===== src/rtl/bios_boot_rom_pkg.sv =====
// Shared definitions for the BIOS boot ROM slice.
// Holds the copy-engine state encoding, the HALT opcode that is returned
// for fetches beyond the image, and a helper that sizes the word index.
package bios_boot_rom_pkg;

  // Copy-engine states, 2-bit encoding shared by every user of the package.
  typedef enum logic [1:0] {
    S_IDLE  = 2'd0,
    S_READ  = 2'd1,
    S_WRITE = 2'd2,
    S_DONE  = 2'd3
  } bootState_e;

  // Top six bits of an instruction word that the CPU decodes as HALT.
  localparam logic [5:0] OPCODE_HALT = 6'b111111;

  // Width of a word index into a ROM of the given depth, never below 1 bit
  // so that a single-word image still has a legal counter.
  function automatic int unsigned idxWidth(input int unsigned depth);
    return (depth > 1) ? $clog2(depth) : 1;
  endfunction

endpackage


===== src/rtl/bios_boot_rom_rom.sv =====
// BIOS image storage with two independent registered read ports.
// The fetch port serves the CPU and can substitute a HALT word when the
// requested address lies outside the image; the copy port feeds the boot
// copy engine. Both output registers clear on reset and hold their value
// whenever their enable is low.
//
// Ports:
//   clock, reset   rising-edge clock, asynchronous active-high reset
//   fetch_en_i     load the fetch register this cycle
//   fetch_halt_i   load HALT instead of a ROM word
//   fetch_idx_i    word index for the fetch port
//   fetch_data_o   registered fetch word
//   copy_en_i      load the copy register this cycle
//   copy_idx_i     word index for the copy port
//   copy_data_o    registered copy word
module bios_boot_rom_rom
  import bios_boot_rom_pkg::*;
#(
  parameter int unsigned                        DATA_WIDTH = 32,
  parameter int unsigned                        BIOS_DEPTH = 64,
  parameter int unsigned                        IDX_WIDTH  = 6,
  parameter logic [BIOS_DEPTH*DATA_WIDTH-1:0]   INIT_IMAGE = '0
) (
  input  logic                  clock,
  input  logic                  reset,
  input  logic                  fetch_en_i,
  input  logic                  fetch_halt_i,
  input  logic [IDX_WIDTH-1:0]  fetch_idx_i,
  output logic [DATA_WIDTH-1:0] fetch_data_o,
  input  logic                  copy_en_i,
  input  logic [IDX_WIDTH-1:0]  copy_idx_i,
  output logic [DATA_WIDTH-1:0] copy_data_o
);

  localparam logic [DATA_WIDTH-1:0] HALT_WORD = {OPCODE_HALT, {(DATA_WIDTH-6){1'b0}}};

  logic [DATA_WIDTH-1:0] romMem [BIOS_DEPTH];
  logic [DATA_WIDTH-1:0] fetchData_q;
  logic [DATA_WIDTH-1:0] copyData_q;

  // Unpack the flat image parameter into word-addressable storage.
  // Word 0 sits in the least significant DATA_WIDTH bits of INIT_IMAGE.
  for (genvar i = 0; i < BIOS_DEPTH; i++) begin : g_word
    assign romMem[i] = INIT_IMAGE[i*DATA_WIDTH +: DATA_WIDTH];
  end

  // Fetch port register. When the caller flags an out-of-range address
  // the index is meaningless, so the HALT word is loaded instead.
  always_ff @(posedge clock or posedge reset) begin
    if (reset) begin
      fetchData_q <= '0;
    end else if (fetch_en_i) begin
      fetchData_q <= fetch_halt_i ? HALT_WORD : romMem[fetch_idx_i];
    end
  end

  // Copy port register. It keeps its word between loads, which is what
  // holds the write data stable while the memory stalls the copy.
  always_ff @(posedge clock or posedge reset) begin
    if (reset) begin
      copyData_q <= '0;
    end else if (copy_en_i) begin
      copyData_q <= romMem[copy_idx_i];
    end
  end

  assign fetch_data_o = fetchData_q;
  assign copy_data_o  = copyData_q;

endmodule


===== src/rtl/bios_boot_rom.sv =====
// Boot ROM with a registered CPU fetch port and a boot-copy engine.
// After reset (when COPY_ON_RESET is set) or on a boot_start pulse the
// engine streams the BIOS image into instruction memory, one word per
// READ/WRITE pair, over a mem_we/mem_ready handshake, and keeps the CPU
// stalled until the last word is accepted.
//
// Ports:
//   clock, reset    rising-edge clock, asynchronous active-high reset
//   pc              fetch address
//   fetch_en        fetch request this cycle
//   instrucao       fetched word (latency 1)
//   instr_valid     instrucao valid this cycle
//   oob_error       previous fetch had pc >= BIOS_DEPTH
//   boot_start      single-cycle request to (re)run the copy
//   mem_addr        copy write address
//   mem_wdata       copy write data
//   mem_we          copy write valid
//   mem_ready       memory accepts the write when mem_we && mem_ready
//   cpu_hold        stall the CPU
//   boot_done       copy completed
//   boot_checksum   sum of copied words modulo 2**DATA_WIDTH
module bios_boot_rom
  import bios_boot_rom_pkg::*;
#(
  parameter int unsigned                        DATA_WIDTH    = 32,
  parameter int unsigned                        ADDR_WIDTH    = 26,
  parameter int unsigned                        BIOS_DEPTH    = 64,
  parameter logic [BIOS_DEPTH*DATA_WIDTH-1:0]   INIT_IMAGE    = '0,
  parameter logic [ADDR_WIDTH-1:0]              DEST_BASE     = '0,
  parameter bit                                 COPY_ON_RESET = 1'b1
) (
  input  logic                  clock,
  input  logic                  reset,
  input  logic [ADDR_WIDTH-1:0] pc,
  input  logic                  fetch_en,
  output logic [DATA_WIDTH-1:0] instrucao,
  output logic                  instr_valid,
  output logic                  oob_error,
  input  logic                  boot_start,
  output logic [ADDR_WIDTH-1:0] mem_addr,
  output logic [DATA_WIDTH-1:0] mem_wdata,
  output logic                  mem_we,
  input  logic                  mem_ready,
  output logic                  cpu_hold,
  output logic                  boot_done,
  output logic [DATA_WIDTH-1:0] boot_checksum
);

  localparam int unsigned             IDX_WIDTH   = idxWidth(BIOS_DEPTH);
  localparam logic [IDX_WIDTH-1:0]    LAST_IDX    = IDX_WIDTH'(BIOS_DEPTH - 1);
  // One extra bit so a full 2**ADDR_WIDTH image still has a representable limit.
  localparam logic [ADDR_WIDTH:0]     DEPTH_LIMIT = (ADDR_WIDTH+1)'(BIOS_DEPTH);

  bootState_e            state_q, state_d;
  logic [IDX_WIDTH-1:0]  idx_q, idx_d;
  logic [DATA_WIDTH-1:0] checksum_q, checksum_d;
  logic [ADDR_WIDTH-1:0] memAddr_q, memAddr_d;
  logic                  memWe_q, memWe_d;
  logic                  cpuHold_q, cpuHold_d;
  logic                  bootDone_q, bootDone_d;
  logic                  afterReset_q;
  logic                  instrValid_q, instrValid_d;
  logic                  oobError_q, oobError_d;
  logic                  copyRead;
  logic                  fetchLoad;
  logic                  pcInRange;

  // Range check on the full pc so high address bits can never alias
  // back into the image.
  assign pcInRange = ({1'b0, pc} < DEPTH_LIMIT);
  assign fetchLoad = fetch_en && !cpuHold_q;

  bios_boot_rom_rom #(
    .DATA_WIDTH (DATA_WIDTH),
    .BIOS_DEPTH (BIOS_DEPTH),
    .IDX_WIDTH  (IDX_WIDTH),
    .INIT_IMAGE (INIT_IMAGE)
  ) u_rom (
    .clock        (clock),
    .reset        (reset),
    .fetch_en_i   (fetchLoad),
    .fetch_halt_i (!pcInRange),
    .fetch_idx_i  (pc[IDX_WIDTH-1:0]),
    .fetch_data_o (instrucao),
    .copy_en_i    (copyRead),
    .copy_idx_i   (idx_q),
    .copy_data_o  (mem_wdata)
  );

  // Copy-engine next state. READ latches one ROM word and raises the
  // write; WRITE waits for the memory to accept it, accumulates the
  // checksum and either advances or finishes. boot_start only matters
  // in IDLE and DONE so a running copy can never be disturbed.
  always_comb begin
    state_d    = state_q;
    idx_d      = idx_q;
    checksum_d = checksum_q;
    memAddr_d  = memAddr_q;
    memWe_d    = memWe_q;
    copyRead   = 1'b0;
    case (state_q)
      S_IDLE: begin
        if ((COPY_ON_RESET && afterReset_q) || boot_start) begin
          state_d    = S_READ;
          idx_d      = '0;
          checksum_d = '0;
        end
      end
      S_READ: begin
        copyRead  = 1'b1;
        memAddr_d = DEST_BASE + ADDR_WIDTH'(idx_q);
        memWe_d   = 1'b1;
        state_d   = S_WRITE;
      end
      S_WRITE: begin
        if (mem_ready) begin
          checksum_d = checksum_q + mem_wdata;
          memWe_d    = 1'b0;
          if (idx_q == LAST_IDX) begin
            state_d = S_DONE;
          end else begin
            idx_d   = idx_q + IDX_WIDTH'(1);
            state_d = S_READ;
          end
        end
      end
      S_DONE: begin
        if (boot_start) begin
          state_d    = S_READ;
          idx_d      = '0;
          checksum_d = '0;
        end
      end
      default: state_d = S_IDLE;
    endcase
    // Status flags follow the state being entered, so cpu_hold drops in
    // IDLE after the first clock and boot_done rises with DONE.
    cpuHold_d  = (state_d == S_READ) || (state_d == S_WRITE);
    bootDone_d = (state_d == S_DONE);
  end

  // Fetch status: a fetch is only honoured while the CPU is released;
  // an out-of-range pc still produces a valid (HALT) word.
  always_comb begin
    instrValid_d = fetchLoad;
    oobError_d   = fetchLoad && !pcInRange;
  end

  // State and output registers. afterReset_q marks the first clock after
  // reset release, which is when an automatic copy is launched.
  always_ff @(posedge clock or posedge reset) begin
    if (reset) begin
      state_q      <= S_IDLE;
      idx_q        <= '0;
      checksum_q   <= '0;
      memAddr_q    <= '0;
      memWe_q      <= 1'b0;
      cpuHold_q    <= 1'b1;
      bootDone_q   <= 1'b0;
      afterReset_q <= 1'b1;
      instrValid_q <= 1'b0;
      oobError_q   <= 1'b0;
    end else begin
      state_q      <= state_d;
      idx_q        <= idx_d;
      checksum_q   <= checksum_d;
      memAddr_q    <= memAddr_d;
      memWe_q      <= memWe_d;
      cpuHold_q    <= cpuHold_d;
      bootDone_q   <= bootDone_d;
      afterReset_q <= 1'b0;
      instrValid_q <= instrValid_d;
      oobError_q   <= oobError_d;
    end
  end

  assign mem_addr      = memAddr_q;
  assign mem_we        = memWe_q;
  assign cpu_hold      = cpuHold_q;
  assign boot_done     = bootDone_q;
  assign boot_checksum = checksum_q;
  assign instr_valid   = instrValid_q;
  assign oob_error     = oobError_q;

endmodule


===== config.mk =====
export PLATFORM = sky130hd
export DESIGN_NAME = bios_boot_rom
export DESIGN_NICKNAME = d
export VERILOG_FILES = /design/src/rtl/bios_boot_rom_pkg.sv /design/src/rtl/bios_boot_rom_rom.sv /design/src/rtl/bios_boot_rom.sv
export SDC_FILE = /design/constraint.sdc
export NUM_CORES = 1
export LEC_CHECK = 0
export CORE_UTILIZATION = 34
export CTS_CLUSTER_SIZE = 10
export DETAILED_ROUTE_END_ITERATION = 12
export PLACE_DENSITY = 0.83
export SKIP_LAST_GASP = 1
export SYNTH_ARGS = -nofsm -noshare
export SYNTH_HDL_FRONTEND = slang
export SYNTH_SLANG_ARGS = --single-unit

===== constraint.sdc =====
create_clock -name clock -period 2.3 [get_ports clock]
set_input_delay 0.23 -clock clock [delete_from_list [all_inputs] [get_ports clock]]
set_output_delay 0.23 -clock clock [all_outputs]
set_load 0.1 [all_outputs]

==> metrics.md, run 1 <==
| Metric | Value |
|---|---|
| # rows | 27 |
| Max Fanout on Critical Path | 11 |
| #FFs+latches synth | 21 |
| CP Buf/Inv Count | 1 |
| Leak | approximately 1.1 nW |
| Overflow after GRT | 0 |
| Core area | 0.005574 mm² |
| Top cells by area, synth | buf_4 (43%), dfrtp_1 (24%), ha_1 (4.4%), mux2_2 (3.4%), dfstp_2 (2.6%) |
| Post-CTS Setup Bufs | 0 |
| R2R cell count | 7 |
| Clock slew at reported path FFs | ~70 ps |
| Dpl hpwl | about 2500 µm |
| Port Buf Inserts | between 40 and 50 |
| Synth Instances | 220 |
| Post-DR vias/cell | roughly 3.8 |
| Final slew viol count | 0 |
| Htree depth | 1 |
| Initial antenna violation count | 0 |
| TritonRoute pass-1 iters | 4 |
| Fin Hold WS | ~290 ps |
| Ant diodes | 0 |
| Final setup TNS | 0 ps |
| Syn Area/Cell | just over 9 µm² |
| Worst path max stage delay | between 400 and 500 ps |
| Final Skew | about 5 ps |
| Layout cell share with drive strength beyond 1 | 0.1429 |
| Die footprint | slightly above 0.006 mm² |
| Initial DRC Count | 33 |
| # resized after CTS | 0 |
| Placer congestion estimate | around 0.75 |
| CP Launch Type | register |
| Hold WC Path Type | in -> async |
| # hold bufs at CTS | 0 |
| Yosys top cell area share | 0.4337 |
| Critical path depth in cells | 7 |
| Die Span Y | approximately 80 µm |
| Final #Nets | a little under 300 |
| Root Driver | clkbuf_8 |
| Commonest cells after routing, fill and taps aside | conb_1 (111), clkdlybuf4s50_1 (24), dfrtp_1 (19), buf_4 (18) |
| Clk sink count | 21 |
| Slowest-stage cell, CP | dfrtp_1 |
| Yosys warns | 0 |
| Share of the yosys chip area belonging to registers | 0.2652 |
| CP required | about 2500 ps |
| CP Class | reg -> reg |
| Most common cell after layout, fill and taps aside | conb_1 |
| TritonCTS clock tree | yes |
| Pwr dens | about 1400 mW/mm² |
| Worst path most repeated cell | ha_1 |
| Post-Route WL | 2999 µm |
| P&R area growth vs syn | 2.577% |
| ANT nets after route | 0 |
| Clock period minus worst slack | between 1500 and 2000 ps |
| First-pass GRT wire length | between 4000 and 5000 µm |
| Netlist cell types | 38 |
| Via count | roughly 1300 |
| Critical Path End Type | register |
| Clk Latency, worst-skew pair | between 200 and 300 ps |
| Status | complete, no violations |
| MaxCap Viol Count | 0 |
| Arr. time, crit path | roughly 2100 ps |
| Die width | around 80 µm |
| Final Hold Vio Count | 0 |
| Area leader, netlist | buf_4 |
| Layout fillers | 558 |
| Critical path's top delay family | adder cells |
| Initial Util | 0.3571 |
| Maximum number of pins on one net before global-route repair | 22 |
| I/O pins | 158 |
| Post-Syn Area | between 0.0015 and 0.002 mm² |
| Finish-stage setup viols | 0 |
| TritonCTS Buffers | 3 |
| Max Clock Freq | 528.9 MHz |
| Vias in the first global route | 1068 |
| GRT Total Usage | 0.09572 |
| RSZ-0062 raised after global routing | false |
| DRC Markers | 0 |
| Period utilization | 0.8221 |
| Maximum vdd drop | 0.6834 mV |
| Routed length per instance | 9.060 µm |
| Bufs on Longest Clock Path | 2 |
| Worst-path cell chain | inv_1 -> ha_1 -> nand2b_1 -> a21oi_1 -> a311oi_1 -> o21ai_0 -> ha_1 |
-- worst reg2reg max path, stage by stage, from the launching register on --
cell and delay (ps):
dfrtp_1 410, inv_1 100, ha_1 320, nand2b_1 170, a21oi_1 80, a311oi_1 330
o21ai_0 130, ha_1 290
-- final cells by class --
type,instances,area [µm²],area share
Multi-Input combinational cell,185,977.2,0.4786
Timing Repair Buffer,42,375.4,0.1838
Sequential cell,21,528.0,0.2586
Inverter,7,26.28,0.01287
Clock buffer,4,45.04,0.02206
Tap cell,72,90.09,0.04412
-- metrics by stage --
step                      instance area (µm²)  cells  utilization  total power, mW  setup slack [ps]
after global routing                     2042    331       0.3663            2.975             282.9
after floorplan                          2404    330            -            2.538             600.4
after CTS                                2042    331       0.3663            2.865             395.6
final                                    2042    331       0.3663            2.859             409.2
after detailed placement                 1997    327       0.3582            2.624             405.5
after global placement                   1997    327       0.3582            2.593             463.1
-- power by group --
part	internal, mW	total, mW	switching [mW]
Sequential	0.455	0.516	0.0612
Clock	0.123	0.240	0.117
Combinational	0.327	2.10	1.78
-- Yosys cell counts --
cell	n
o311ai_0	1
nor2b_1	1
nand3_2	1
mux2_2	6
a41oi_1	1
inv_1	7
a221oi_2	2
nor2_1	5
dfstp_2	2
and2_1	2
ha_1	7
o21ai_0	7
o21bai_1	1
a31oi_1	1
nor3_1	1
o32a_1	1
a22o_1	1
nand2b_1	4
buf_2	1
conb_1	1
nand3_1	4
o22ai_1	1
nand4_1	2
a211o_1	1
or3_1	1
clkbuf_1	1
a21oi_1	5
buf_4	115
o211ai_1	1
and3_1	2
or3b_4	1
and2_2	1
and3_4	3
nor4_1	5
mux2i_1	1
nand2_1	3
dfrtp_1	19
a311oi_1	1
-- worst paths after layout --
check / from / end / slack (ps)
worst min-delay path: reset / boot_done$_DFF_PP0_ / 290
worst max register to register: state_q[0]$_DFF_PP0_ / cpu_hold$_DFF_PP1_ / 410
max in group asynchronous: reset / afterReset_q$_DFF_PP1_ / 1750
min in group clock: mem_addr[2]$_DFFE_PP0P_ / mem_addr[2]$_DFFE_PP0P_ / 510
worst max-delay path: state_q[0]$_DFF_PP0_ / cpu_hold$_DFF_PP1_ / 410
worst min register to register: mem_addr[2]$_DFFE_PP0P_ / mem_addr[2]$_DFFE_PP0P_ / 510
-- cells by family (layout without fill, tap and decap cells) --
group	after synthesis	in the layout	synth area share
AO/OA/AOI/OAI	24	24	0.08612
adder cells (fa/ha/maj)	7	7	0.04400
buffers and inverters	124	53	0.4513
flip-flops	21	21	0.2652
multiplexers	7	7	0.03897
other	1	111	0.001884
AND/OR/NAND/NOR	36	36	0.1125
-- state kept, by name (all words and copies together), names as in the netlist --
name	count
boot_done	1
u_rom.fetch_data_o	1
afterReset_q	1
mem_addr	6
oob_error	1
state_q	2
idx_q	6
instr_valid	1
mem_we	1
cpu_hold	1
-- metal layers --
layer  vias up  global-route usage  routed length [µm]
li1        589                   -                   -
met1       575              0.1011                1124
met2        80              0.1826                1617
met3         9             0.01047                 183
met4         0             0.05185                  72
met5         -                   0                   0
Power figures use the tool's default switching activity.
==> run 2: changes to the inputs <==
- clock period: 2.3 -> 2 ns (I/O delays scaled with it)
==> run 2 against run 1 <==
Die area unchanged. Sequential share of layout area down 0.19 points. Clock power increased by 17%. Global-route usage is 0.42 points lower. Via count rose by 0.32%. Final cell count rose by 0.60%. Register-to-register slack worse by 270 ps. First-iteration DRC count down 12%. Worst hold slack got worse by 31 ps. Non-clock buffer count increased by 2. Fmax grew 1.4%. Largest cell class unchanged. Largest power group unchanged. Highest routed layer unchanged.
==> metrics.md, run 2 (same netlist as run 1, synthesis figures left out) <==
| Metric | Value |
|---|---|
| Placer congestion estimate | 0.7931 (+5.4%) |
| Die footprint | 0.006165 mm² (unchanged) |
| Commonest cells after routing, fill and taps aside | conb_1 (111), clkdlybuf4s50_1 (24), buf_4 (20), dfrtp_1 (19) |
| Ant diodes | 0 (unchanged) |
| Max Fanout on Critical Path | 6 (-5) |
| ANT nets after route | 0 (unchanged) |
| # hold bufs at CTS | 0 (unchanged) |
| TritonRoute pass-1 iters | 4 (unchanged) |
| Maximum number of pins on one net before global-route repair | 22 (unchanged) |
| # rows | 27 (unchanged) |
| Pint | 1.045 mW (+15%) |
| First-pass GRT wire length | 4443 µm (-6.5%) |
| Post-DR vias/cell | 3.775 (-0.28%) |
| Final #Nets | 300 (+0.67%) |
| Post-CTS Setup Bufs | 0 (unchanged) |
| Die width | 78.52 µm (unchanged) |
| Vias in the first global route | 1018 (-4.7%) |
| Worst path max stage delay | 420 ps (about the same) |
| GRT Total Usage | 0.09151 (-0.004206) |
| Port Buf Inserts | 41 (unchanged) |
| Clk sink count | 21 (unchanged) |
| Slowest-stage cell, CP | dfrtp_1 |
| Switch share | 0.6824 (-0.001159) |
| Via count | 1257 (+0.32%) |
| Period utilization | 0.9326 (+0.1105) |
| Final Skew | 5.764 ps (+0.6156 ps) |
| Core area | 0.005574 mm² (unchanged) |
| Clock slew at reported path FFs | 80 ps (about the same) |
| Htree depth | 1 (unchanged) |
| P&R area growth vs syn | 3.331% |
| Max Clock Freq | 536.2 MHz (+1.4%) |
| TritonCTS clock tree | yes |
| Initial Util | 0.3571 (unchanged) |
| TritonCTS Buffers | 3 (unchanged) |
| Pwr dens | 1599 mW/mm² (+14%) |
| Most common cell after layout, fill and taps aside | conb_1 |
| Bufs on Longest Clock Path | 2 (unchanged) |
| Post-Route WL | 2991 µm (-0.27%) |
| CP required | 2200 ps (-290 ps) |
| # resized after CTS | 0 (unchanged) |
| CP Class | reg -> reg |
| Critical Path End Type | register |
| Final Util | 0.3690 (+0.002694) |
| Final slew viol count | 0 (unchanged) |
| Dpl hpwl | 2515 µm (+0.66%) |
| I/O pins | 158 (unchanged) |
| Sequential share of power | 0.182 (+0.002) |
| Switching pwr | 2.245 mW (+15%) |
| Finish-stage setup viols | 0 (unchanged) |
| Final Hold Vio Count | 0 (unchanged) |
| Status | complete, no violations |
| Total power | 3.290 mW (+15%) |
| RSZ-0062 raised after global routing | false |
| Hold WC Path Type | in -> async |
| Clk pwr share | 0.085 (about the same) |
| Routed length per instance | 8.982 µm (-0.87%) |
| Clk Latency, worst-skew pair | 270 ps (about the same) |
| Overflow after GRT | 0 (unchanged) |
| Clock period minus worst slack | 1865 ps (-25.64 ps) |
| DRC Markers | 0 (unchanged) |
| Final setup TNS | 0 ps (unchanged) |
| Layout cell share with drive strength beyond 1 | 0.1494 (+0.006568) |
| Part of the power in combinational logic | 0.733 (-0.003) |
| Initial antenna violation count | 0 (unchanged) |
| Initial DRC Count | 29 (-12%) |
| Worst-path cell chain | ha_1 -> and3_4 -> and3_4 -> a311oi_1 -> o21ai_0 -> ha_1 |
| Die Span Y | 78.52 µm (unchanged) |
| Maximum vdd drop | 0.7892 mV (+15%) |
| Leak | 1.098 nW (+0.93%) |
| Root Driver | clkbuf_8 |
| Layout fillers | 567 (+1.6%) |
| MaxCap Viol Count | 0 (unchanged) |
| Arr. time, crit path | 2060 ps (-20 ps) |
| CP Launch Type | register |
[run 2: cell types whose count changed in the layout (fill, tap and decap cells not counted)]
cell   delta
buf_4     +2
[run 2: power groups by stage]
stage / Sequential (mW) / Clock, mW / Combinational (mW)
after CTS: 0.599 / 0.294 / 2.42
after floorplan: 1.02 / 0 / 1.90
after global placement: 0.600 / 0 / 2.39
after global routing: 0.609 / 0.306 / 2.51
after detailed placement: 0.606 / 0 / 2.42
final: 0.598 / 0.280 / 2.41
[run 2: final timing paths]
check                                         from                       to  slack, ps  cells after the start
hold reg to reg            mem_addr[0]$_DFFE_PP0P_  mem_addr[0]$_DFFE_PP0P_        520                      1
setup / recovery              idx_q[0]$_DFFE_PP0P_       cpu_hold$_DFF_PP1_        130                      6
min in group clock         mem_addr[0]$_DFFE_PP0P_  mem_addr[0]$_DFFE_PP0P_        520                      1
hold / removal                               reset      boot_done$_DFF_PP0_        260                      3
setup reg to reg              idx_q[0]$_DFFE_PP0P_       cpu_hold$_DFF_PP1_        130                      6
max in group asynchronous                    reset   afterReset_q$_DFF_PP1_       1480                      3
[run 2: layer usage]
layer | vias up | GRT usage | share of wire
met3 | 5 | 0.01279 | 0.069
met4 | 0 | 0.04444 | 0.018
li1 | 589 | - | -
met5 | - | 0 | 0
met1 | 585 | 0.09324 | 0.37
met2 | 78 | 0.1791 | 0.55
[run 2: critical path: cells and delay by family, from the launching register on]
kind                     cells  cell delay, ps
AO/OA/AOI/OAI                2             470
AND/OR/NAND/NOR              2             390
adder cells (fa/ha/maj)      2             530
flip-flops                   1             420
[run 2: through the flow]
| step | hold WS, ps | std cells | worst slack, ps | cell area (µm²) |
|---|---|---|---|---|
| after floorplan | 175.0 | 330 | 300.4 | 2404 |
| after global placement | 501.4 | 329 | 170.4 | 2012 |
| after detailed placement | 503.3 | 329 | 164.3 | 2012 |
| after CTS | 270.1 | 333 | 152.3 | 2057 |
| after global routing | 298.4 | 333 | 0.8122 | 2057 |
| final | 256.6 | 333 | 134.9 | 2057 |
[run 2: final cells by class]
cell class              count  area [µm²]  share of cell area
inverters                   7       26.28             0.01277
repair buffers             44       390.4              0.1898
clock buffers               4       45.04             0.02190
multi-input cells         185       977.2              0.4751
well taps                  72       90.09             0.04380
flip-flops and latches     21       528.0              0.2567
==> run 3: changes to the inputs <==
- CORE_UTILIZATION: 34 -> 47
- GPL_ROUTABILITY_DRIVEN: not set -> 0
- PLACE_DENSITY: 0.83 -> 0.84
- SYNTH_HIERARCHICAL: not set -> 1
- clock period: 2 -> 2.04 ns (I/O delays scaled with it)
==> run 3 against run 2 <==
Via count rose to 2.8 times the previous value. Routed wire length increased to 3.1 times the previous value. Non-clock buffer count increased by 42. Synthesized cell count grew 120%. Critical endpoint is now idx_q[5]$_DFFE_PP0P_. Fmax is 3.2% lower. The run now ends with design-rule violations left. Flip-flop and latch count increased by 32. Core utilization up 19 points. Final cell count rose by 100%. Sequential share of layout area grew 1.2 points. Design area is 140% higher. Worst hold slack got worse by 180 ps.
==> metrics.md, run 3 <==
| Metric | Value |
|---|---|
| Status | finished, violations left |
| Violated checks | design-rule violations |
| Initial Util | 0.4925 (+0.1353) |
| Worst path max stage delay | 390 ps (-30 ps) |
| Htree depth | 2 (+1) |
| Dpl hpwl | 7452 µm (+200%) |
| P&R area growth vs syn | 13.91% |
| Area leader, netlist | dfrtp_1 |
| GRT Total Usage | 0.1978 (+0.1063) |
| Layout cell share with drive strength beyond 1 | 0.1823 (+0.03288) |
| Final worst slack | 113.0 ps (-21.85 ps) |
| ANT nets after route | 0 (unchanged) |
| Syn Area/Cell | 8.923 µm² (-1.4%) |
| Final #Nets | 635 (+110%) |
| DRC Markers | 9 (+9) |
| RSZ-0062 raised after global routing | false |
| Die footprint | 0.009615 mm² (+56%) |
| Max Clock Freq | 518.9 MHz (-3.2%) |
| Overflow after GRT | 0 (unchanged) |
| Synth top cells by count | buf_4 (83), nand2_1 (52), dfrtp_1 (51) |
| Final Skew | 13.30 ps (+7.534 ps) |
| TritonRoute pass-1 iters | 8 (+4) |
| Slowest-stage cell, CP | dfrtp_1 |
| Critical path's top delay family | compound AO/OA/AOI/OAI gates |
| Port Buf Inserts | 73 (+78%) |
| Clock period minus worst slack | 1927 ps (+61.85 ps) |
| CP required | 2270 ps (+70 ps) |
| CP Class | reg -> reg |
| Arr. time, crit path | 2160 ps (+100 ps) |
| Initial DRC Count | 97 (+230%) |
| Hold WC Path Type | in -> async |
| Period utilization | 0.9446 (+0.01203) |
| Simple logic cell fraction of the synthesized area | 0.1402 (+0.02771) |
| Most common cell after layout, fill and taps aside | conb_1 |
| Routed length per instance | 13.97 µm (+56%) |
| Post-DR vias/cell | 5.162 (+37%) |
| CP Launch Type | register |
| Final Util | 0.5610 (+0.1919) |
| Post-Syn Area | 0.004337 mm² (+120%) |
| Critical Path End Type | register |
| Bufs on Longest Clock Path | 2 (unchanged) |
| Final slew viol count | 0 (unchanged) |
| Finish-stage setup viols | 0 (unchanged) |
| First-pass GRT wire length | 15660 µm (+250%) |
| Synth Area in Compound Gates | 0.1878 (+0.1017) |
| Ys flop type | dfrtp_1 |
| Yosys warns | 6 (+6) |
| TritonCTS Buffers | 5 (+2) |
| Core area | 0.008806 mm² (+58%) |
| MaxCap Viol Count | 0 (unchanged) |
| Maximum number of pins on one net before global-route repair | 35 (+59%) |
| TritonCTS clock tree | yes |
| Largest family of logic cells by synthesized area | compound AO/OA/AOI/OAI gates |
| Yosys top cell area share | 0.2943 (-0.1394) |
| Die width | 98.06 µm (+25%) |
| Mux cell area share after synthesis | 0.02135 (-0.01762) |
| Reg-to-reg setup timing slack | 110 ps (-20 ps) |
| Async SR Flop Fraction | 1.000 (unchanged) |
| #FFs+latches synth | 53 (+150%) |
| CP Buf/Inv Count | 2 (+2) |
| Pre-CTS setup slack | -36.44 ps (-200.7 ps) |
| Initial antenna violation count | 0 (unchanged) |
| Die Span Y | 98.06 µm (+25%) |
| Share of the yosys chip area belonging to registers | 0.3064 (+0.04116) |
| Vias in the first global route | 3440 (+240%) |
| Root Driver | clkbuf_8 |
| Netlist cell types | 65 (+71%) |
| Synth Area in Adders | 0.1171 (+0.07314) |
| Max reg flops | 32 |
| Ant diodes | 0 (unchanged) |
| Most common cell in the netlist | buf_4 |
| # rows | 34 (+26%) |
| I/O pins | 158 (unchanged) |
| Worst path most repeated cell | buf_4 |
| Commonest cells after routing, fill and taps aside | conb_1 (79), buf_4 (60), nand2_1 (52), dfrtp_1 (51), ha_1 (37) |
| Via count | 3474 (+180%) |
| Clk sink count | 53 (+150%) |
| Clk Latency, worst-skew pair | 320 ps (+50 ps) |
| Clock slew at reported path FFs | 90 ps (about the same) |
| Xor-xnor portion of the synthesized cell area | 0.05251 (+0.05251) |
| Synth Instances | 486 (+120%) |
| Max Fanout on Critical Path | 4 (-2) |
| Post-Route WL | 9405 µm (+210%) |
| Number of synthesized flops with an enable pin | 0 (unchanged) |
| Top cells by area, synth | dfrtp_1 (29%), buf_4 (14%), ha_1 (11%), nand2_1 (4.5%), o21ai_0 (3.8%) |
| Worst-path cell chain | buf_4 -> ha_2 -> a21oi_2 -> o21ai_1 -> buf_4 -> a211oi_4 -> nand4_1 -> or3_1 -> a21oi_1 |
| Final Hold Vio Count | 0 (unchanged) |
[run 3: cell types whose count changed in the layout (fill, tap and decap cells not counted), sizes merged, moves of 22 or more]
cell and change:
nand2 +49, buf +42, o21ai +35, conb -32, dfrtp +32, ha +32
a21oi +22
[run 3: per-layer routing]
metal  track usage  vias up  wire, µm
met5             0        -         0
met4       0.05828        0       114
met3       0.03937       11       482
met2        0.3640      106      4919
met1        0.2305     1656      3889
li1              -     1701         -
[run 3: timing repair]
action / in CTS / in global routing
hold buffers: 0 / 0
resized for setup: 1 / 6
buffers inserted: 2 / 0
endpoints found under the setup margin: 3 / 8
[run 3: cell families (layout without fill, tap and decap cells)]
family	count (synthesis)	count (layout)
XOR/XNOR	26	26
adder cells (fa/ha/maj)	40	40
other	2	79
flip-flops	53	53
multiplexers	8	8
AO/OA/AOI/OAI	124	124
buffers and inverters	112	114
AND/OR/NAND/NOR	121	121
[run 3: path summary, 6_finish.rpt]
check | from | end | cells after the start
hold reg to reg | mem_addr[3]$_DFFE_PP0P_ | mem_addr[3]$_DFFE_PP0P_ | 1
min in group clock | fetch_en | instr_valid$_DFF_PP0_ | 2
setup / recovery | state_q[0]$_DFF_PP0_ | idx_q[5]$_DFFE_PP0P_ | 9
max in group asynchronous | reset | afterReset_q$_DFF_PP1_ | 3
hold / removal | reset | u_rom/fetch_data_o[30]$_DFFE_PP0P_ | 2
setup reg to reg | state_q[0]$_DFF_PP0_ | idx_q[5]$_DFFE_PP0P_ | 9
[run 3: area by class of cell]
| cell class | count | area (µm²) |
|---|---|---|
| timing repair buffer | 86 | 721.9 |
| multi-input combinational | 398 | 2579 |
| clock inverter | 2 | 17.52 |
| inverter | 20 | 75.07 |
| fill | 816 | 3866 |
| clock buffer | 6 | 82.58 |
| tap | 108 | 135.1 |
| sequential | 53 | 1329 |
[run 3: stage by stage]
| stage | setup TNS [ps] | hold WS, ps | cell area [µm²] | cells |
|---|---|---|---|---|
| 6_report | 0 | 72.07 | 4940 | 673 |
| 4_1_cts | 0 | 62.35 | 4920 | 673 |
| 3_5_place_dp | -49.44 | 404.0 | 4802 | 663 |
| 2_1_floorplan | 0 | -67.29 | 4638 | 563 |
| 5_1_grt | 0 | 69.43 | 4940 | 673 |
| 3_3_place_gp | 0 | 394.9 | 4802 | 663 |
[run 3: worst register-to-register path, cell delays in order (launching register included)]
cell and delay, ps:
dfrtp_1 390, buf_4 140, ha_2 200, a21oi_2 100, o21ai_1 90, buf_4 160, a211oi_4 180, nand4_1 130
or3_1 320, a21oi_1 150
Power of run 3 is not shown: default switching activity piles up to over one toggle a cycle in this logic, so the estimate is an artifact.
==> RTL edit 1: new RTL, flow settings as in run 2 <==
Make the reset (`reset`) synchronous in 3 clocked blocks. Comments in the files are not updated.
--- a/src/rtl/bios_boot_rom_rom.sv
+++ b/src/rtl/bios_boot_rom_rom.sv
@@ -48,3 +48,3 @@
   // the index is meaningless, so the HALT word is loaded instead.
-  always_ff @(posedge clock or posedge reset) begin
+  always_ff @(posedge clock) begin
     if (reset) begin
@@ -58,3 +58,3 @@
   // holds the write data stable while the memory stalls the copy.
-  always_ff @(posedge clock or posedge reset) begin
+  always_ff @(posedge clock) begin
     if (reset) begin
--- a/src/rtl/bios_boot_rom.sv
+++ b/src/rtl/bios_boot_rom.sv
@@ -150,3 +150,3 @@
   // reset release, which is when an automatic copy is launched.
-  always_ff @(posedge clock or posedge reset) begin
+  always_ff @(posedge clock) begin
     if (reset) begin
Formal check against the unedited RTL: differs if reset is asserted again (counterexample within 4 cycles, from zero or initial values and one cycle with reset high); with reset held inactive, the same outputs for 10 cycles.
==> RTL edit 1 against run 2 <==
- first-iteration DRC count rose by 90%
- wire length rose by 2.2%
- non-clock buffer count rose by 2
- cell area fell by 9.6%
- die area fell by 10%
- power fell by 38%
- global-route usage rose by 1.8 points
- synthesized area fell by 10%
- sequential cell count did not move
- clock skew fell by 4.6 ps
- worst setup slack got worse by 39 ps
- largest cell class unchanged
- highest routed layer unchanged
==> RTL edit 1: results (changes against run 2) <==
stage,metric,value,unit,change
global_route,largest net degree at the start of global routing,13,,was 22
cts,Max H-tree Level,1,,unchanged
synthesis,top_reg_cell synth,dfxtp_1,,was dfrtp_1
global_route,first-pass GRT wire length,4436,um,was 4443 um
synthesis,Avg Synthesized Cell Area,8.048,um^2,was 9.048 um^2
synthesis,Syn. warnings,0,,unchanged
global_route,gr usage total,10.97,%,was 9.151%
cts,clk slew on worst S/H paths,80,ps,about the same
status,status,"complete, no violations",,unchanged
pwr,sequential power share,22.5,%,was 18.2%
critical_path,critical path's top delay family,simple AND/OR/NAND/NOR gates,,was adder cells
synthesis,adder-cell area share of the yosys netlist,1.401,%,was 4.400%
synthesis,largest cells by area after synthesis,"buf_4 48%, dfxtp_1 24%, nand2_1 3.6%",,"was buf_4 43%, dfrtp_1 24%, ha_1 4.4%"
final_layout,fill count,543,,was 567
floorplanning,Initial Utilization,35.21,%,was 35.71%
placement,HPWL Detailed,2511,um,was 2515 um
critical_path,Critical-path top delay cell,or3_4,,was dfrtp_1
synthesis,post-synthesis compound-gate area fraction,9.104,%,was 8.611%
final_layout,Final nets,297,,was 300
pwr,Pleak,0.9015,nW,was 1.098 nW
placement,Post-DP Area,0.001813,mm^2,was 0.002012 mm^2
placement,GP Congestion,0.8491,,was 0.7931
pwr,clock group share of total power,13.8,%,was 8.5%
detailed_routing,Initial DRC Count,55,,was 29
critical_path,CP endpoint,cpu_hold$_SDFF_PP1_,,was cpu_hold$_DFF_PP1_
critical_path,CP Launch Point,idx_q[1]$_SDFFE_PP0P_,,was idx_q[0]$_DFFE_PP0P_
global_route,vias in the first global route,951,,was 1018
critical_path,CP max stage delay,400,ps,was 420 ps
critical_path,CP Max Fanout,4,,was 6
synthesis,Synth top cells by count,"115 x buf_4, 21 x dfxtp_1, 17 x nand2_1",,"was 115 x buf_4, 19 x dfrtp_1, 7 x ha_1, 7 x inv_1, 7 x o21ai_0"
worst_hold_path,Tightest Hold Check Type,reg2reg,,was in2async
pwr,Pwr per Cell Area,1103,mW/mm^2,was 1599 mW/mm^2
sta,Hold WS,455.4,ps,was 256.6 ps
synthesis,Async SR Flop Fraction,0,%,was 100.0%
detailed_routing,Via Count,1239,,was 1257
sta,clock skew,1.154,ps,was 5.764 ps
synthesis,Unique masters post-synth,36,,was 38
pwr,Cell Int Power,0.7047,mW,was 1.045 mW
sta,maximum clock rate,525.2,MHz,was 536.2 MHz
detailed_routing,Avg Vias per Cell,3.721,,was 3.775
synthesis,"Seq/Total Area, Yosys",23.53,%,was 26.52%
final_layout,share of cells above drive strength 1,13.31,%,was 14.94%
placement,DP Worst Slack,129.9,ps,was 164.3 ps
==> RTL edit 1: cell families after synthesis <==
logic type      after synthesis
compound gates               23
fa+ha+maj                     2
buf+inv                     120
flops                        21
other cells                   1
simple gates                 55
==> RTL edit 1: metal layers <==
| layer | global-route usage (%) | routed length [um] | vias to the layer above |
|---|---|---|---|
| met1 | 13.25 | 1199 | 556 |
| met5 | 0 | 0 | - |
| li1 | - | - | 588 |
| met2 | 18.82 | 1535 | 88 |
| met4 | 4.822 | 53 | 0 |
| met3 | 2.168 | 268 | 7 |
==> RTL edit 1: worst register-to-register path, cell delays in order, from the launching register on <==
cell and delay (ps):
dfxtp_1 380, ha_1 220, nand3_1 110, or3_4 400
nand4b_1 170, ha_1 250, or2_2 270
==> RTL edit 1: cell type report <==
class,instances,area (um^2),area share [%]
well taps,70,87.58,4.711
repair buffers,46,405.4,21.80
flip-flops and latches,21,420.4,22.61
clock inverters,1,5.005,0.2692
multi-input cells,190,892.1,47.98
clock buffers,3,41.29,2.221
inverters,2,7.507,0.4038
==> RTL edit 2: new RTL, config.mk and constraints of run 2 <==
Without the edit above. Change the parameter `COPY_ON_RESET` from 1'b1 to 1'b0.
--- a/src/rtl/bios_boot_rom.sv
+++ b/src/rtl/bios_boot_rom.sv
@@ -29,3 +29,3 @@
   parameter logic [ADDR_WIDTH-1:0]              DEST_BASE     = '0,
-  parameter bit                                 COPY_ON_RESET = 1'b1
+  parameter bit                                 COPY_ON_RESET = 1'b0
 ) (
Formal check against the unedited RTL: not equivalent (a bounded check fails within 4 cycles, from zero or initial values and one cycle with reset high).
==> RTL edit 2 against run 2 <==
- via count is 13% lower
- sequential share of layout area is 0.52 points higher
- first-iteration DRC count is 93% higher
- clock skew hardly changed
- non-clock buffer count is 1 lower
- synthesized cell count is 8.2% lower
- power is 6.7% higher
- synthesized area is 7.4% lower
- cell area is 6.9% lower
- fmax is 10% higher
- sequential cell count is 1 lower
- worst hold slack better by 18 ps
- worst setup slack better by 180 ps
- wire length is 11% lower
- largest cell class unchanged
- largest power group unchanged
- highest routed layer unchanged
==> RTL edit 2: results (changes against run 2) <==
stage,metric,value,unit,change
detailed_routing,Avg Vias per Cell,3.514,,was 3.775
placement,PortBufs,41,,unchanged
synthesis,Avg Synthesized Cell Area,9.124,um^2,was 9.048 um^2
synthesis,"Seq/Total Area, Yosys",27.22,%,was 26.52%
sta,clock skew,5.837,ps,was 5.764 ps
synthesis,mux contribution to synthesized area,5.024,%,was 3.897%
global_route,layer with the highest usage,met2,,unchanged
global_route,met1 Track Usage GR,9.497,%,was 9.324%
final_layout,Final nets,277,,was 300
detailed_routing,met3 routed WL,254,um,was 206 um
global_route,first-pass GRT wire length,3843,um,was 4443 um
synthesis,post-synthesis compound-gate area fraction,6.993,%,was 8.611%
critical_path,CP Max Fanout,5,,was 6
synthesis,adder-cell area share of the yosys netlist,2.716,%,was 4.400%
detailed_routing,total wire length,2671,um,was 2991 um
synthesis,largest cells by area after synthesis,"buf_4 47%, dfrtp_1 26%, mux2_2 3.7%",,"was buf_4 43%, dfrtp_1 24%, ha_1 4.4%"
detailed_routing,Initial DRC Count,56,,was 29
detailed_routing,routed len/inst,8.588,um,was 8.982 um
placement,DP Worst Slack,315.7,ps,was 164.3 ps
global_route,vias in the first global route,831,,was 1018
global_route,GRT met2 Usage,17.56,%,was 17.91%
detailed_routing,total iterations of the first detailed-routing run,4,,unchanged
detailed_routing,WL met1,953,um,was 1092 um
cts,number of setup buffers added after CTS,0,,unchanged
synthesis,Unique masters post-synth,28,,was 38
placement,GP Congestion,0.7723,,was 0.7931
pwr,Pleak,1.015,nW,was 1.098 nW
cts,clk slew on worst S/H paths,80,ps,about the same
cts,Max clock buf depth,2,,unchanged
cts,Max H-tree Level,1,,unchanged
global_route,met3 Track Usage GR,1.984,%,was 1.279%
global_route,gr usage total,9.025,%,was 9.151%
synthesis,post-synthesis xor/xnor area fraction,0,%,unchanged
placement,placed insts,307,,was 329
global_route,largest net degree at the start of global routing,21,,was 22
status,status,"complete, no violations",,unchanged
pwr,Max VDD drop,1.028,mV,was 0.7892 mV
placement,HPWL Detailed,2263,um,was 2515 um
detailed_routing,met2 WL,1449,um,was 1639 um
synthesis,Synth top cells by count,"115 x buf_4, 19 x dfrtp_1, 10 x o21ai_0",,"was 115 x buf_4, 19 x dfrtp_1, 7 x ha_1, 7 x inv_1, 7 x o21ai_0"
synthesis,Syn. warnings,0,,unchanged
placement,Post-DP Area,0.001844,mm^2,was 0.002012 mm^2
final_layout,share of cells above drive strength 1,14.52,%,was 14.94%
critical_path,critical path arrival,1880,ps,was 2060 ps
[RTL edit 2: cell count changes after synthesis, sizes merged, moves of 2 or more]
cell    delta
a21oi      -2
and2       -3
nand2      +2
ha         -3
nand4      -2
and3       -4
a221oi     -2
o21ai      +3
o31ai      +2
[RTL edit 2: final timing paths]
check                                              from                      end  slack (ps)  depth (start not counted)
worst max-delay path               idx_q[0]$_DFFE_PP0P_       cpu_hold$_DFF_PP1_         310                          6
worst min-delay path                              reset  mem_addr[2]$_DFFE_PP0P_         280                          3
worst max register to register     idx_q[0]$_DFFE_PP0P_       cpu_hold$_DFF_PP1_         310                          6
worst min register to register  mem_addr[2]$_DFFE_PP0P_  mem_addr[2]$_DFFE_PP0P_         510                          1
max in group asynchronous                         reset       cpu_hold$_DFF_PP1_        1460                          3
min in group clock              mem_addr[2]$_DFFE_PP0P_  mem_addr[2]$_DFFE_PP0P_         510                          1
[RTL edit 2: logic make-up after synthesis]
group	after synthesis
adders and majority gates	4
muxes	8
and+or+nand+nor	27
DFF	20
other	1
AOI/OAI and AO/OA	19
buffers and inverters	123
[RTL edit 2: layout make-up]
cell class	count	area [um^2]
fill	546	3257
multi-input combinational	168	849.6
sequential	20	501.7
timing repair buffer	43	382.9
tap	70	87.58
clock buffer	3	41.29
clock inverter	1	30.03
inverter	6	22.52
[RTL edit 2: where the power goes]
group	leakage (nW)	total [mW]	switching, mW	internal, mW
Clock	0.0357	0.400	0.133	0.267
Combinational	0.717	2.51	2.09	0.413
Sequential	0.263	0.604	0.0833	0.520
Total	1.02	3.51	2.31	1.20
[RTL edit 2: worst max-delay path, cell delays in order (launching register included)]
cell and delay, ps:
dfrtp_1 410, ha_1 260, nand3_4 130, nor2_1 220
mux2i_1 110, o21ai_0 210, ha_1 270
